File: src/rtl/reg_file_dbg_arbiter.sv
// Register file port arbiter between CPU writeback and the debug command engine.
// A debug command stalls the front end, drains writebacks, then does one access.
module reg_file_dbg_arbiter #(
    parameter int DATA_W       = 32,
    parameter int ADDR_W       = 5,
    parameter int DRAIN_CYCLES = 3
) (
    input  logic              i_clk,
    input  logic              i_reset,
    input  logic              i_pipe_reg_write,
    input  logic [ADDR_W-1:0] i_pipe_rd,
    input  logic [DATA_W-1:0] i_pipe_wdata,
    input  logic [ADDR_W-1:0] i_pipe_rs1,
    input  logic [ADDR_W-1:0] i_pipe_rs2,
    output logic              o_pipe_stall,
    input  logic              i_dbg_req_valid,
    output logic              o_dbg_req_ready,
    input  logic              i_dbg_req_write,
    input  logic [ADDR_W-1:0] i_dbg_req_addr,
    input  logic [DATA_W-1:0] i_dbg_req_wdata,
    output logic              o_dbg_rsp_valid,
    input  logic              i_dbg_rsp_ready,
    output logic [DATA_W-1:0] o_dbg_rsp_data,
    output logic              o_rf_reg_write,
    output logic [ADDR_W-1:0] o_rf_rd,
    output logic [DATA_W-1:0] o_rf_wdata,
    output logic [ADDR_W-1:0] o_rf_rs1,
    output logic [ADDR_W-1:0] o_rf_rs2,
    input  logic [DATA_W-1:0] i_rf_rdata1
);

    localparam int CNT_W = (DRAIN_CYCLES > 0) ? $clog2(DRAIN_CYCLES + 1) : 1;
    localparam logic [CNT_W-1:0] CNT_LOAD = CNT_W'(DRAIN_CYCLES);

    typedef enum logic [1:0] {
        S_IDLE,
        S_STALL,
        S_ACCESS,
        S_RESP
    } state_t;

    state_t            r_state;
    state_t            w_state_nxt;
    logic [CNT_W-1:0]  r_cnt;
    logic [CNT_W-1:0]  w_cnt_nxt;
    logic              r_cmd_write;
    logic [ADDR_W-1:0] r_cmd_addr;
    logic [DATA_W-1:0] r_cmd_wdata;
    logic              r_rsp_valid;
    logic [DATA_W-1:0] r_rsp_data;
    logic              w_req_fire;
    logic              w_rsp_fire;
    logic [DATA_W-1:0] w_access_data;

    assign w_req_fire = i_dbg_req_valid && o_dbg_req_ready;
    assign w_rsp_fire = (r_state == S_RESP) && r_rsp_valid && i_dbg_rsp_ready;

    // Writes to x0 report the architectural value, not the requested one.
    assign w_access_data = !r_cmd_write ? i_rf_rdata1 :
                           (r_cmd_addr != '0) ? r_cmd_wdata : '0;

    always_comb begin
        w_state_nxt = r_state;
        w_cnt_nxt   = r_cnt;
        unique case (r_state)
            S_IDLE: begin
                if (w_req_fire) begin
                    w_state_nxt = S_STALL;
                    w_cnt_nxt   = CNT_LOAD;
                end
            end
            S_STALL: begin
                if (r_cnt != '0)
                    w_cnt_nxt = r_cnt - CNT_W'(1);
                if ((r_cnt == '0) && !i_pipe_reg_write)
                    w_state_nxt = S_ACCESS;
            end
            S_ACCESS: w_state_nxt = S_RESP;
            S_RESP: begin
                if (w_rsp_fire)
                    w_state_nxt = S_IDLE;
            end
            default: w_state_nxt = S_IDLE;
        endcase
    end

    always_comb begin
        o_pipe_stall    = (r_state == S_STALL) || (r_state == S_ACCESS);
        o_dbg_req_ready = (r_state == S_IDLE) && !i_reset;
        o_rf_reg_write  = i_pipe_reg_write;
        o_rf_rd         = i_pipe_rd;
        o_rf_wdata      = i_pipe_wdata;
        o_rf_rs1        = i_pipe_rs1;
        o_rf_rs2        = i_pipe_rs2;
        if (r_state == S_ACCESS) begin
            o_rf_reg_write = r_cmd_write;
            o_rf_rd        = r_cmd_addr;
            o_rf_wdata     = r_cmd_wdata;
            o_rf_rs1       = r_cmd_addr;
        end
    end

    always_ff @(posedge i_clk or posedge i_reset) begin
        if (i_reset) begin
            r_state     <= S_IDLE;
            r_cnt       <= '0;
            r_cmd_write <= 1'b0;
            r_cmd_addr  <= '0;
            r_cmd_wdata <= '0;
            r_rsp_valid <= 1'b0;
            r_rsp_data  <= '0;
        end else begin
            r_state <= w_state_nxt;
            r_cnt   <= w_cnt_nxt;
            if (w_req_fire) begin
                r_cmd_write <= i_dbg_req_write;
                r_cmd_addr  <= i_dbg_req_addr;
                r_cmd_wdata <= i_dbg_req_wdata;
            end
            if (r_state == S_ACCESS) begin
                r_rsp_valid <= 1'b1;
                r_rsp_data  <= w_access_data;
            end else if (w_rsp_fire) begin
                r_rsp_valid <= 1'b0;
            end
        end
    end

    assign o_dbg_rsp_valid = r_rsp_valid;
    assign o_dbg_rsp_data  = r_rsp_data;

endmodule

File: config.mk
export PLATFORM = sky130hd
export DESIGN_NAME = reg_file_dbg_arbiter
export DESIGN_NICKNAME = d
export VERILOG_FILES = /design/src/rtl/reg_file_dbg_arbiter.sv
export SDC_FILE = /design/constraint.sdc
export NUM_CORES = 1
export LEC_CHECK = 0
export BUFFER_PORTS_ARGS = -buffer_cell sky130_fd_sc_hd__buf_2
export CORE_UTILIZATION = 50
export CTS_CLUSTER_SIZE = 10
export DETAILED_ROUTE_END_ITERATION = 8
export GPL_TIMING_DRIVEN = 0
export PLACE_DENSITY = 0.95
export SLEW_MARGIN = 40
export SYNTH_ARGS = -nofsm -noshare
export SYNTH_HDL_FRONTEND = slang
export SYNTH_SLANG_ARGS = --single-unit
File: constraint.sdc
create_clock -name i_clk -period 3.88 [get_ports i_clk]
set_input_delay 0.194 -clock i_clk [delete_from_list [all_inputs] [get_ports i_clk]]
set_output_delay 0.194 -clock i_clk [all_outputs]
set_load 0.005 [all_outputs]
# Word level (Yosys, flattened, before mapping)
# Cells that the tools add are included.
dict set report classes {
  n_reduce_logical 16
  muxes 15
  add_sub_neg 1
  n_eq_ne 7
}
# op n
set ops {}
lappend ops {{2-to-1 mux 32 bit} 3}
lappend ops {{2-to-1 mux 2 bit} 5}
lappend ops {{2-to-1 mux 5 bit} 2}
lappend ops {{!= test 2 bit, second input constant} 4}
lappend ops {{one-hot mux 2 bit (4 select lines)} 1}
lappend ops {{AND reduction 3 bit} 2}
lappend ops {{nonzero test 2 bit} 3}
lappend ops {{logical AND 1 bit} 5}
lappend ops {{nonzero test 5 bit} 1}
lappend ops {{== test 2 bit, second input constant} 2}
lappend ops {{logical NOT 2 bit} 2}
lappend ops {{one-hot mux 2 bit (2 select lines)} 1}
lappend ops {{2-to-1 mux 1 bit} 3}
lappend ops {{== test 2 x 1 -> 1 bit, second input constant} 1}
lappend ops {{logical NOT 1 bit} 2}
lappend ops {{subtractor 2 x 1 -> 2 bit, second input constant} 1}
lappend ops {{logical OR 1 bit} 1}
dict set report word_totals {
  elab_cells 46
  register_bits 75
  input_bits 122
}

# Logic depth before layout (Yosys ltp)
# Gate-level depths: netlist of the first run.
dict set report depth {
  word_depth 5
  depth_mapped 7
}

# Worst setup path before layout of the first run
# No wires, ideal clock.
dict set report synth_timing {
  path_type {reg-to-reg}
  from {register r_cnt[0]}
  to {register r_state[1]}
  setup_slack_ps 2161
  required_ps 3753
  path_stages_with_launch 6
  arrival_time_ps 1592
  path_cell_list {dfrtp_1 inv_1 ha_1 or2b_1 a222oi_1 mux2_1}
}
dict set report synth_between {
  elab_chain_cells 4
}
# item line_no
set synth_rtl {}
lappend synth_rtl {{start, declared} 44} ;# logic [CNT_W-1:0] r_cnt;
lappend synth_rtl {{start signal, assigned} 114} ;# r_cnt <= w_cnt_nxt;
lappend synth_rtl {{logical NOT 2 bit} 75} ;# if ((r_cnt == '0) && !i_pipe_reg_write)
lappend synth_rtl {{logical AND 1 bit} 75}
lappend synth_rtl {{!= test 2 bit (no source line)} n/a}
lappend synth_rtl {{AND reduction 3 bit (no source line)} n/a}
lappend synth_rtl {{end signal, assigned} 113} ;# r_state <= w_state_nxt;
lappend synth_rtl {{end, declared} 42} ;# state_t r_state;
# Every way passes these cells.
# A chain may end at the register's enable or synchronous reset.

# Worst setup path after layout of the first run
dict set report layout_timing {
  from {register r_state[0]}
  to {output o_rf_rs1[1]}
}
dict set report layout_between {
  elab_chain_cells 2
}
# item line_no
set layout_rtl {}
lappend layout_rtl {{== test 2 bit} 95} ;# if (r_state == S_ACCESS) begin
lappend layout_rtl {{2-to-1 mux 5 bit} 95}
lappend layout_rtl {{end, declared} 27} ;# output logic [ADDR_W-1:0] o_rf_rs1,
# Every way passes these cells.

==> results_dict.tcl, run 1 <==
set metrics [dict create \
    final-hold-violation-count 0 \
    insertion_delay_ns 0.33 \
    intPower_uw 2740 \
    ys_seq_elements 75 \
    cp_slowest_stage_delay_ns 0.40 \
    fin_crit_ns 2.59 \
    cts_num_sinks 75 \
    yosysSeqAreaShare 0.451 \
    portBuffers 199 \
    finClkSkew_ns 0.0107 \
    top_usage_layer "met2" \
    crit_start "r_state[0]" \
    synth_fa_ha_area_frac 0.0180 \
    synth_ff_type "dfrtp_1" \
    switching_share 0.390 \
    synth_xor_area_frac 0 \
    slew_viol_final 0 \
    worstSetupPathType "flip-flop to output pin" \
    grt_pass1_wl_um 18000 \
    synth_async_sr_flop_share 1.00 \
    crit_fanout 10 \
    drc 0 \
    grt_usage 0.272 \
    synth_top_area_frac 0.451 \
    drive_gt1_frac 0.578 \
    post-cts-setup-buffers 0 \
    grt_max_degree 40 \
    grt_pass1_vias 3921 \
    cts_root_buf "clkbuf_8" \
    n_antenna_cell 0 \
    rr_startpoint "r_state[0]" \
    final-setup-viol-count 0 \
    clock.fmax_ghz 0.386 \
    yosys.area.top_type "dfrtp_1" \
    vdd_ir_drop_max_v 0.000451 \
    dp.final_hpwl_um 8850 \
    totalWireLength_um 11600 \
    initial_utilization 0.527 \
    synthMuxAreaShare 0.200 \
    synth_enable_flop_cells 0 \
    ant_nets 0 \
    cp_num_buf_inv 5 \
    cp_cell_sequence "inv_1, ha_1, clkbuf_1, buf_2, clkbuf_1, nand2_1, o21ai_0, buf_2" \
    clk_path_buf_depth 2 \
    drv_cap 0 \
    core_sq_um 7890 \
    worst_pin_slew_ns 0.624 \
    tns_ns 0 \
    synth_cell_types 27 \
    synth_top_family_by_area "multiplexers" \
    critPathSlowestCell "dfrtp_1" \
    area_delta_synth_final_pct 33.7 \
    drt_iter0_markers 101 \
    postSynthAreaPerCell_sq_um 11.2 \
    synthTopCellsByArea "dfrtp_1, mux2_2, o211ai_2, a31oi_1, nand2b_1" \
    cp-start-kind "flip-flop" \
    rsz0062_at_grt "false" \
    hold_class "primary input to flip-flop" \
    synthSimpleGateAreaFrac 0.0995 \
    cts_resized 0 \
    path_delay_family "buffers and inverters" \
    stdcell_count 690 \
    seq_power_share 0.330 \
    gp_congestion 0.826 \
    crit_path_end_kind "output pin" \
    worstPathRequired_ns 3.69 \
    grt.met1_usage 0.300 \
    antenna_found_initial 0 \
    clkPwrFrac 0.162 \
    syn_area_sq_um 4160 \
    synth_compound_area_frac 0.168 \
    io_pins 205 \
    vias_per_cell 5.50 \
    powerDensity_nw_per_um2 808 \
    dieArea_sq_um 8690 \
    hold_start "i_dbg_req_wdata[10]" \
    die_y_um 93.2 \
    grtUsageMet3 0.0439 \
    synth_cells 371 \
    die_width_um 93.2 \
    fin_nets 711 \
    ys_warn_count 0 \
    htreeDepth 3 \
    overflow 0 \
    num_rows 32 \
    min_period_over_period 0.667 \
    p_leak_uw 0.00271 \
    vias 3794 \
    outcome "finished clean" \
    cts_tree "yes" \
    use_met2 0.498 \
    arrival_ns 2.39 \
    avgRoutedWirePerCell_um 16.8 \
    finalPower_uw 4500 \
    numCtsBuffers 9 \
    p_switching_uw 1760 \
    comb_power_share 0.508 \
    clkTransAtPathRegs_ns 0.08 \
    synthesis.nets 499 \
    dp.cells 673 \
    dr.pass1.iters 5 \
    fill_cells 574 \
    slew_headroom 0.584 \
]
[worst reg2reg max path, stage by stage (launching register included)]
cell and delay (ns):
dfrtp_1 0.40, inv_1 0.13, ha_1 0.16, clkbuf_1 0.30, clkbuf_1 0.53, clkbuf_1 0.47, a31oi_1 0.16
[cell families (layout without fill, tap and decap cells)]
logic type | Yosys count | count (layout)
buffers and inverters | 53 | 270
AO/OA/AOI/OAI | 81 | 81
multiplexers | 74 | 74
adder cells (fa/ha/maj) | 6 | 6
AND/OR/NAND/NOR | 82 | 82
flip-flops | 75 | 75
[metrics by stage]
| stage | utilization | hold WS [ns] | setup WS (ns) | instance area [sq um] |
|---|---|---|---|---|
| final | 0.705 | 0.0858 | 1.29 | 5560 |
| after detailed placement | 0.673 | 0.231 | 1.60 | 5310 |
| after floorplan | - | 0.345 | 1.78 | 4160 |
| after global routing | 0.705 | 0.0643 | 1.06 | 5560 |
| after global placement | 0.670 | 0.425 | 0.917 | 5280 |
| after CTS | 0.705 | 0.0720 | 1.28 | 5560 |
[path summary, 6_finish.rpt]
path | slack, ns | end | cells after the start
worst min-delay path | 0.09 | r_cmd_wdata[10] | 2
worst max-delay path | 1.29 | o_rf_rs1[1] | 8
max in group asynchronous | 2.92 | o_dbg_rsp_data[11] | 4
min in group asynchronous | 0.42 | r_cmd_wdata[29] | 3
worst min register to register | 0.53 | o_dbg_rsp_valid | 1
worst max register to register | 1.58 | o_dbg_rsp_data[1] | 6
[registers in the layout (all words and copies together), names as in the netlist]
| register | count |
|---|---|
| o_dbg_rsp_data | 32 |
| r_cmd_wdata | 32 |
| r_cmd_addr | 5 |
| r_cnt | 2 |
| r_state | 2 |
| o_dbg_rsp_valid | 1 |
| r_cmd_write | 1 |
[synthesized netlist by cell type (3+ instances only)]
library cell,instances
clkbuf_1,16
a31oi_1,33
inv_1,15
nor2_1,33
buf_4,5
o211ai_2,30
o21ai_0,10
nand2b_1,33
nor2b_1,3
dfrtp_1,75
ha_1,6
buf_2,13
buf_6,4
mux2_2,71
nand2_1,10
[cells in the final DEF, fill, tap and decap left out, types with 3 or more instances in the layout]
cell type | synthesis | final
o21ai_0 | 10 | 10
bufinv_16 | 0 | 3
nor2_1 | 33 | 33
nor2b_1 | 3 | 3
buf_2 | 13 | 212
o211ai_2 | 30 | 30
dfrtp_1 | 75 | 75
a31oi_1 | 33 | 33
ha_1 | 6 | 6
nand2_1 | 10 | 10
buf_4 | 5 | 5
clkbuf_8 | 0 | 10
nand2b_1 | 33 | 33
buf_6 | 4 | 4
inv_1 | 15 | 14
mux2_2 | 71 | 71
clkbuf_1 | 16 | 17
[layer usage]
layer / vias up / share of wire
li1: 1743 / -
met1: 1847 / 0.39
met2: 179 / 0.53
met3: 25 / 0.058
met4: 0 / 0.022
met5: - / 0
[power groups by stage]
stage / Clock (uW) / Sequential, uW / Combinational (uW)
floorplan: 0 / 1430 / 1490
global placement: 0 / 1460 / 2170
detailed placement: 0 / 1490 / 2290
CTS: 739 / 1480 / 2290
global route: 770 / 1530 / 2500
finish: 729 / 1490 / 2280
[cell type report]
cell class                 count  area [sq um]  share of cell area
multi-input combinational    243          2020               0.363
sequential                    75          1880               0.338
timing repair buffer         201          1030               0.185
buffer                        38           208              0.0374
clock buffer                  11           141              0.0254
tap                          102           128              0.0230
clock inverter                 5           100              0.0180
inverter                      15          61.3              0.0110
[repair_timing]
action,in CTS,in global routing
setup endpoints to repair,0,0
hold endpoints to repair,36,0
hold buffers,1,0
No activity file was read; power rests on OpenSTA's default activity.
==> run 2: changes to the inputs <==
--- a/config.mk
+++ b/config.mk
@@ -6,11 +6,11 @@
 export NUM_CORES = 1
 export LEC_CHECK = 0
 export BUFFER_PORTS_ARGS = -buffer_cell sky130_fd_sc_hd__buf_2
-export CORE_UTILIZATION = 50
+export CORE_UTILIZATION = 47
 export CTS_CLUSTER_SIZE = 10
 export DETAILED_ROUTE_END_ITERATION = 8
 export GPL_TIMING_DRIVEN = 0
-export PLACE_DENSITY = 0.95
+export PLACE_DENSITY = 0.93
 export SLEW_MARGIN = 40
 export SYNTH_ARGS = -nofsm -noshare
 export SYNTH_HDL_FRONTEND = slang
==> constraint.sdc (replaced) <==
create_clock -name i_clk -period 2.7 [get_ports i_clk]
set_input_delay 0.135 -clock i_clk [delete_from_list [all_inputs] [get_ports i_clk]]
set_output_delay 0.135 -clock i_clk [all_outputs]
set_load 0.005 [all_outputs]
==> results_dict.tcl, run 2 (same netlist as run 1, synthesis figures left out) <==
set metrics [dict create \
    crit_fanout 10 \
    final-hold-violation-count 0 \
    hold_class "primary input to flip-flop" \
    cts_num_sinks 75 \
    insertion_delay_ns 0.33 \
    grt_pass1_vias 3843 \
    die_width_um 96.1 \
    initial_utilization 0.496 \
    p_leak_uw 0.00269 \
    num_rows 33 \
    drt_iter0_markers 78 \
    outcome "finished clean" \
    io_pins 205 \
    antenna_found_initial 0 \
    powerDensity_nw_per_um2 1150 \
    finClkSkew_ns 0.0149 \
    critPathSlowestCell "clkbuf_1" \
    crit_start "r_state[0]" \
    numCtsBuffers 9 \
    avgRoutedWirePerCell_um 17.0 \
    worstSetupPathType "flip-flop to output pin" \
    worstPathRequired_ns 2.57 \
    hold_start "i_dbg_req_wdata[26]" \
    post-cts-setup-buffers 0 \
    n_antenna_cell 0 \
    drive_gt1_frac 0.578 \
    grt_pass1_wl_um 18300 \
    final_common_cell "buf_2" \
    rsz0062_at_grt "false" \
    fin_nets 711 \
    drc 0 \
    gp_congestion 0.779 \
    cp_cell_sequence "inv_1, ha_1, clkbuf_1, clkbuf_1, mux2_2, buf_2" \
    area_delta_synth_final_pct 32.9 \
    totalWireLength_um 11700 \
    drv_cap 0 \
    htreeDepth 3 \
    ant_nets 0 \
    vias 3719 \
    cp-start-kind "flip-flop" \
    slew_headroom 0.583 \
    grt_max_degree 40 \
    min_period_over_period 0.912 \
    clkTransAtPathRegs_ns 0.08 \
    reg2reg_depth 6 \
    crit_path_end_kind "output pin" \
    dp.cells 676 \
    arrival_ns 2.33 \
    cts_resized 0 \
    rr_startpoint "r_state[0]" \
    dp.final_hpwl_um 8940 \
    final_cell_mix "buf_2, dfrtp_1, mux2_2" \
    fin_crit_ns 2.46 \
    dr.pass1.iters 4 \
    vdd_ir_drop_max_v 0.000532 \
    crit_top_cell "clkbuf_1" \
    dieArea_sq_um 9230 \
    worstHoldPathCells 2 \
    overflow 0 \
    clk_path_buf_depth 2 \
    fill_cells 701 \
    die_y_um 96.1 \
    slew_viol_final 0 \
    cts_tree "yes" \
    final-setup-viol-count 0 \
    worst_pin_slew_ns 0.626 \
    cp_slowest_stage_delay_ns 0.52 \
    vias_per_cell 5.37 \
    cts_root_buf "clkbuf_8" \
    hold_slack_ns 0.0260 \
    clock.fmax_ghz 0.406 \
    grt_usage 0.262 \
    portBuffers 199 \
    core_sq_um 8380 \
    stdcell_count 692 \
]
## run 2: report_power, final
part / switching [uW] / total, uW / internal, uW
sequential: 427 / 2130 / 1710
clock: 413 / 928 / 515
combinational: 1690 / 3290 / 1600
total: 2530 / 6350 / 3820
## run 2: through the flow
step	total power [uW]	instance area (sq um)	utilization	worst slack, ns	setup TNS [ns]
floorplan	4210	4160	-	0.655	0
global placement	5240	5290	0.631	-0.238	-17.53
detailed placement	5440	5310	0.634	0.420	0
CTS	6390	5530	0.660	0.176	0
global route	6810	5530	0.660	0.00335	0
finish	6350	5530	0.660	0.238	0
## run 2: layout make-up
type,instances,area (sq um),share of cell area
well taps,105,131,0.0238
clock inverters,5,78.8,0.0143
flip-flops and latches,75,1880,0.339
clock buffers,10,128,0.0231
multi-input cells,243,2020,0.365
repair buffers,201,1030,0.186
plain buffers,38,208,0.0376
inverters,15,61.3,0.0111
## run 2: routing by layer
metal,up-vias,wire length [um],share of wire,track usage
li1,1730,-,-,-
met2,132,6330,0.54,0.486
met4,0,127,0.011,0.104
met3,12,559,0.048,0.0403
met1,1845,4720,0.40,0.299
met5,-,0,0,0
## run 2: worst max-delay path: cells and delay by family, from the launching register on
family	cells	cell delay, ns
buffers and inverters	4	1.01
DFF	1	0.41
muxes	1	0.41
adders and majority gates	1	0.16
## run 2: final timing paths
path,slack (ns),endpoint
worst max register to register,0.44,o_dbg_rsp_data[4]
worst min register to register,0.53,o_dbg_rsp_valid
max in group asynchronous,1.79,o_dbg_rsp_data[4]
min in group asynchronous,0.36,r_cnt[0]
worst min-delay path,0.03,r_cmd_wdata[26]
worst max-delay path,0.24,o_rf_wdata[29]
## run 2: repair_timing
item,in CTS,in global routing
setup endpoints to repair,0,0
hold buffers,1,0
endpoints found under the hold margin,36,0
==> run 3: changes to the inputs <==
--- a/config.mk
+++ b/config.mk
@@ -11,6 +11,7 @@
 export DETAILED_ROUTE_END_ITERATION = 8
 export GPL_TIMING_DRIVEN = 0
 export PLACE_DENSITY = 0.93
+export RECOVER_POWER = 100
 export SLEW_MARGIN = 40
 export SYNTH_ARGS = -nofsm -noshare
 export SYNTH_HDL_FRONTEND = slang
==> results_dict.tcl, run 3 (same netlist as run 1, synthesis figures left out) <==
set metrics [dict create \
    gp_congestion 0.779 \
    n_antenna_cell 0 \
    hold_slack_ns 0.0254 \
    ant_nets 0 \
    seq_area_sq_um 1880 \
    dp.final_hpwl_um 8940 \
    fill_cells 732 \
    drt_iter0_markers 67 \
    grt_pass1_wl_um 18300 \
    clkTransAtPathRegs_ns 0.08 \
    crit_top_cell "clkbuf_1" \
    multiInputGateArea_sq_um 2020 \
    drv_cap 1 \
    clock.fmax_ghz 0.406 \
    finClkSkew_ns 0.0142 \
    crit_path_end_kind "output pin" \
    dieArea_sq_um 9230 \
    antenna_found_initial 0 \
    seq_power_share 0.342 \
    critPathSlowestCell "clkbuf_1" \
    drive_gt1_frac 0.482 \
    final-setup-viol-count 0 \
    drc 0 \
    die_y_um 96.1 \
    worstSetupPathType "flip-flop to output pin" \
    p_leak_uw 0.00254 \
    stdcell_area_sq_um 5460 \
    intPower_uw 3730 \
    crit_fanout 10 \
    vias_per_cell 5.35 \
    num_rows 33 \
    min_period_over_period 0.912 \
    cts_resized 0 \
    area_delta_synth_final_pct 31.1 \
    use_met2 0.486 \
    setup_ws_ns 0.238 \
    worst_pin_slew_ns 1.69 \
    worstHoldPathCells 2 \
    slew_viol_final 37 \
    final_common_cell "buf_2" \
    reg2reg_depth 7 \
    grt.met1_usage 0.299 \
    powerDensity_nw_per_um2 1150 \
    core_sq_um 8380 \
    overflow 0 \
    post-place-ws_ns 0.420 \
    hold_class "primary input to flip-flop" \
    io_pins 205 \
    slew_headroom -0.135 \
    portBuffers 199 \
    vdd_ir_drop_max_v 0.000534 \
    numCtsBuffers 9 \
    switching_share 0.405 \
    top_usage_layer "met2" \
    grt_usage 0.262 \
    die_width_um 96.1 \
    cp-start-kind "flip-flop" \
    final-hold-violation-count 0 \
    totalWireLength_um 11800 \
    fin_crit_ns 2.46 \
    p_switching_uw 2540 \
    initial_utilization 0.496 \
    outcome "finished, violations left" \
    violations "max-capacitance violations, max-slew violations" \
    grt_max_degree 40 \
    cp_cell_sequence "inv_1, ha_1, clkbuf_1, clkbuf_1, mux2_2, buf_2" \
    vias 3701 \
    dpl_cell_area_sq_um 5310 \
    cts_tree "yes" \
    grtUsageMet3 0.0403 \
    cts_root_buf "clkbuf_8" \
    clk_path_buf_depth 2 \
    grt_pass1_vias 3843 \
    clkPwrFrac 0.148 \
    htreeDepth 3 \
    worstPathRequired_ns 2.57 \
    cts_num_sinks 75 \
    final_cell_mix "buf_2, dfrtp_1, clkbuf_1" \
    cp_slowest_stage_delay_ns 0.52 \
    fin_nets 711 \
    arrival_ns 2.33 \
    rsz0062_at_grt "false" \
    avgRoutedWirePerCell_um 17.0 \
    dr.pass1.iters 4 \
    insertion_delay_ns 0.33 \
    comb_power_share 0.511 \
]
run 3: cell types whose count changed in the layout (fill, tap and decap cells not counted), sizes merged:
cell / delta
buf: -60
clkbuf: +60
clkinvlp: +1
inv: -1
run 3: per-layer routing:
layer | wire length (um) | share of wire
met1 | 4790 | 0.41
met2 | 6320 | 0.54
met3 | 582 | 0.049
met4 | 110 | 0.0093
met5 | 0 | 0
run 3: critical path: cells and delay by family (launching register included):
family     cells  cell delay (ns)
mux            1             0.41
fa+ha+maj      1             0.16
buf+inv        4             1.01
flops          1             0.41
run 3: final cells by class:
type                       instances  area share
multi-input combinational        243       0.370
clock inverter                     5      0.0144
inverter                          15      0.0106
sequential                        75       0.344
timing repair buffer             201       0.176
tap                              105      0.0241
clock buffer                      10      0.0234
buffer                            38      0.0374
run 3: through the flow:
| stage | setup TNS (ns) | util | instances | power [uW] |
|---|---|---|---|---|
| after global placement | -17.53 | 0.631 | 675 | 5240 |
| after floorplan | 0 | - | 371 | 4210 |
| after detailed placement | 0 | 0.634 | 676 | 5440 |
| after global routing | 0 | 0.651 | 692 | 6720 |
| final | 0 | 0.651 | 692 | 6270 |
| after CTS | 0 | 0.660 | 692 | 6390 |
run 3: what timing repair did:
item | 4_1_cts | 5_1_grt
hold endpoints to repair | 36 | 0
hold buffers | 1 | 0
buffers inserted | 0 | 0
run 3: final timing paths:
check	startpoint	end	slack [ns]
worst min-delay path	i_dbg_req_wdata[26]	r_cmd_wdata[26]	0.03
min in group asynchronous	i_reset	r_cnt[0]	0.80
worst max register to register	r_state[0]	r_cmd_addr[0]	0.25
worst min register to register	o_dbg_rsp_valid	o_dbg_rsp_valid	0.53
worst max-delay path	r_state[0]	o_rf_wdata[29]	0.24
max in group asynchronous	i_reset	o_dbg_rsp_data[4]	1.04
run 3: power by group through the flow:
stage          clock (uW)  sequential, uW  combinational [uW]
6_report              926            2140                3200
3_3_place_gp            0            2110                3140
3_5_place_dp            0            2150                3300
2_1_floorplan           0            2060                2140
4_1_cts               947            2130                3310
5_1_grt               989            2210                3530
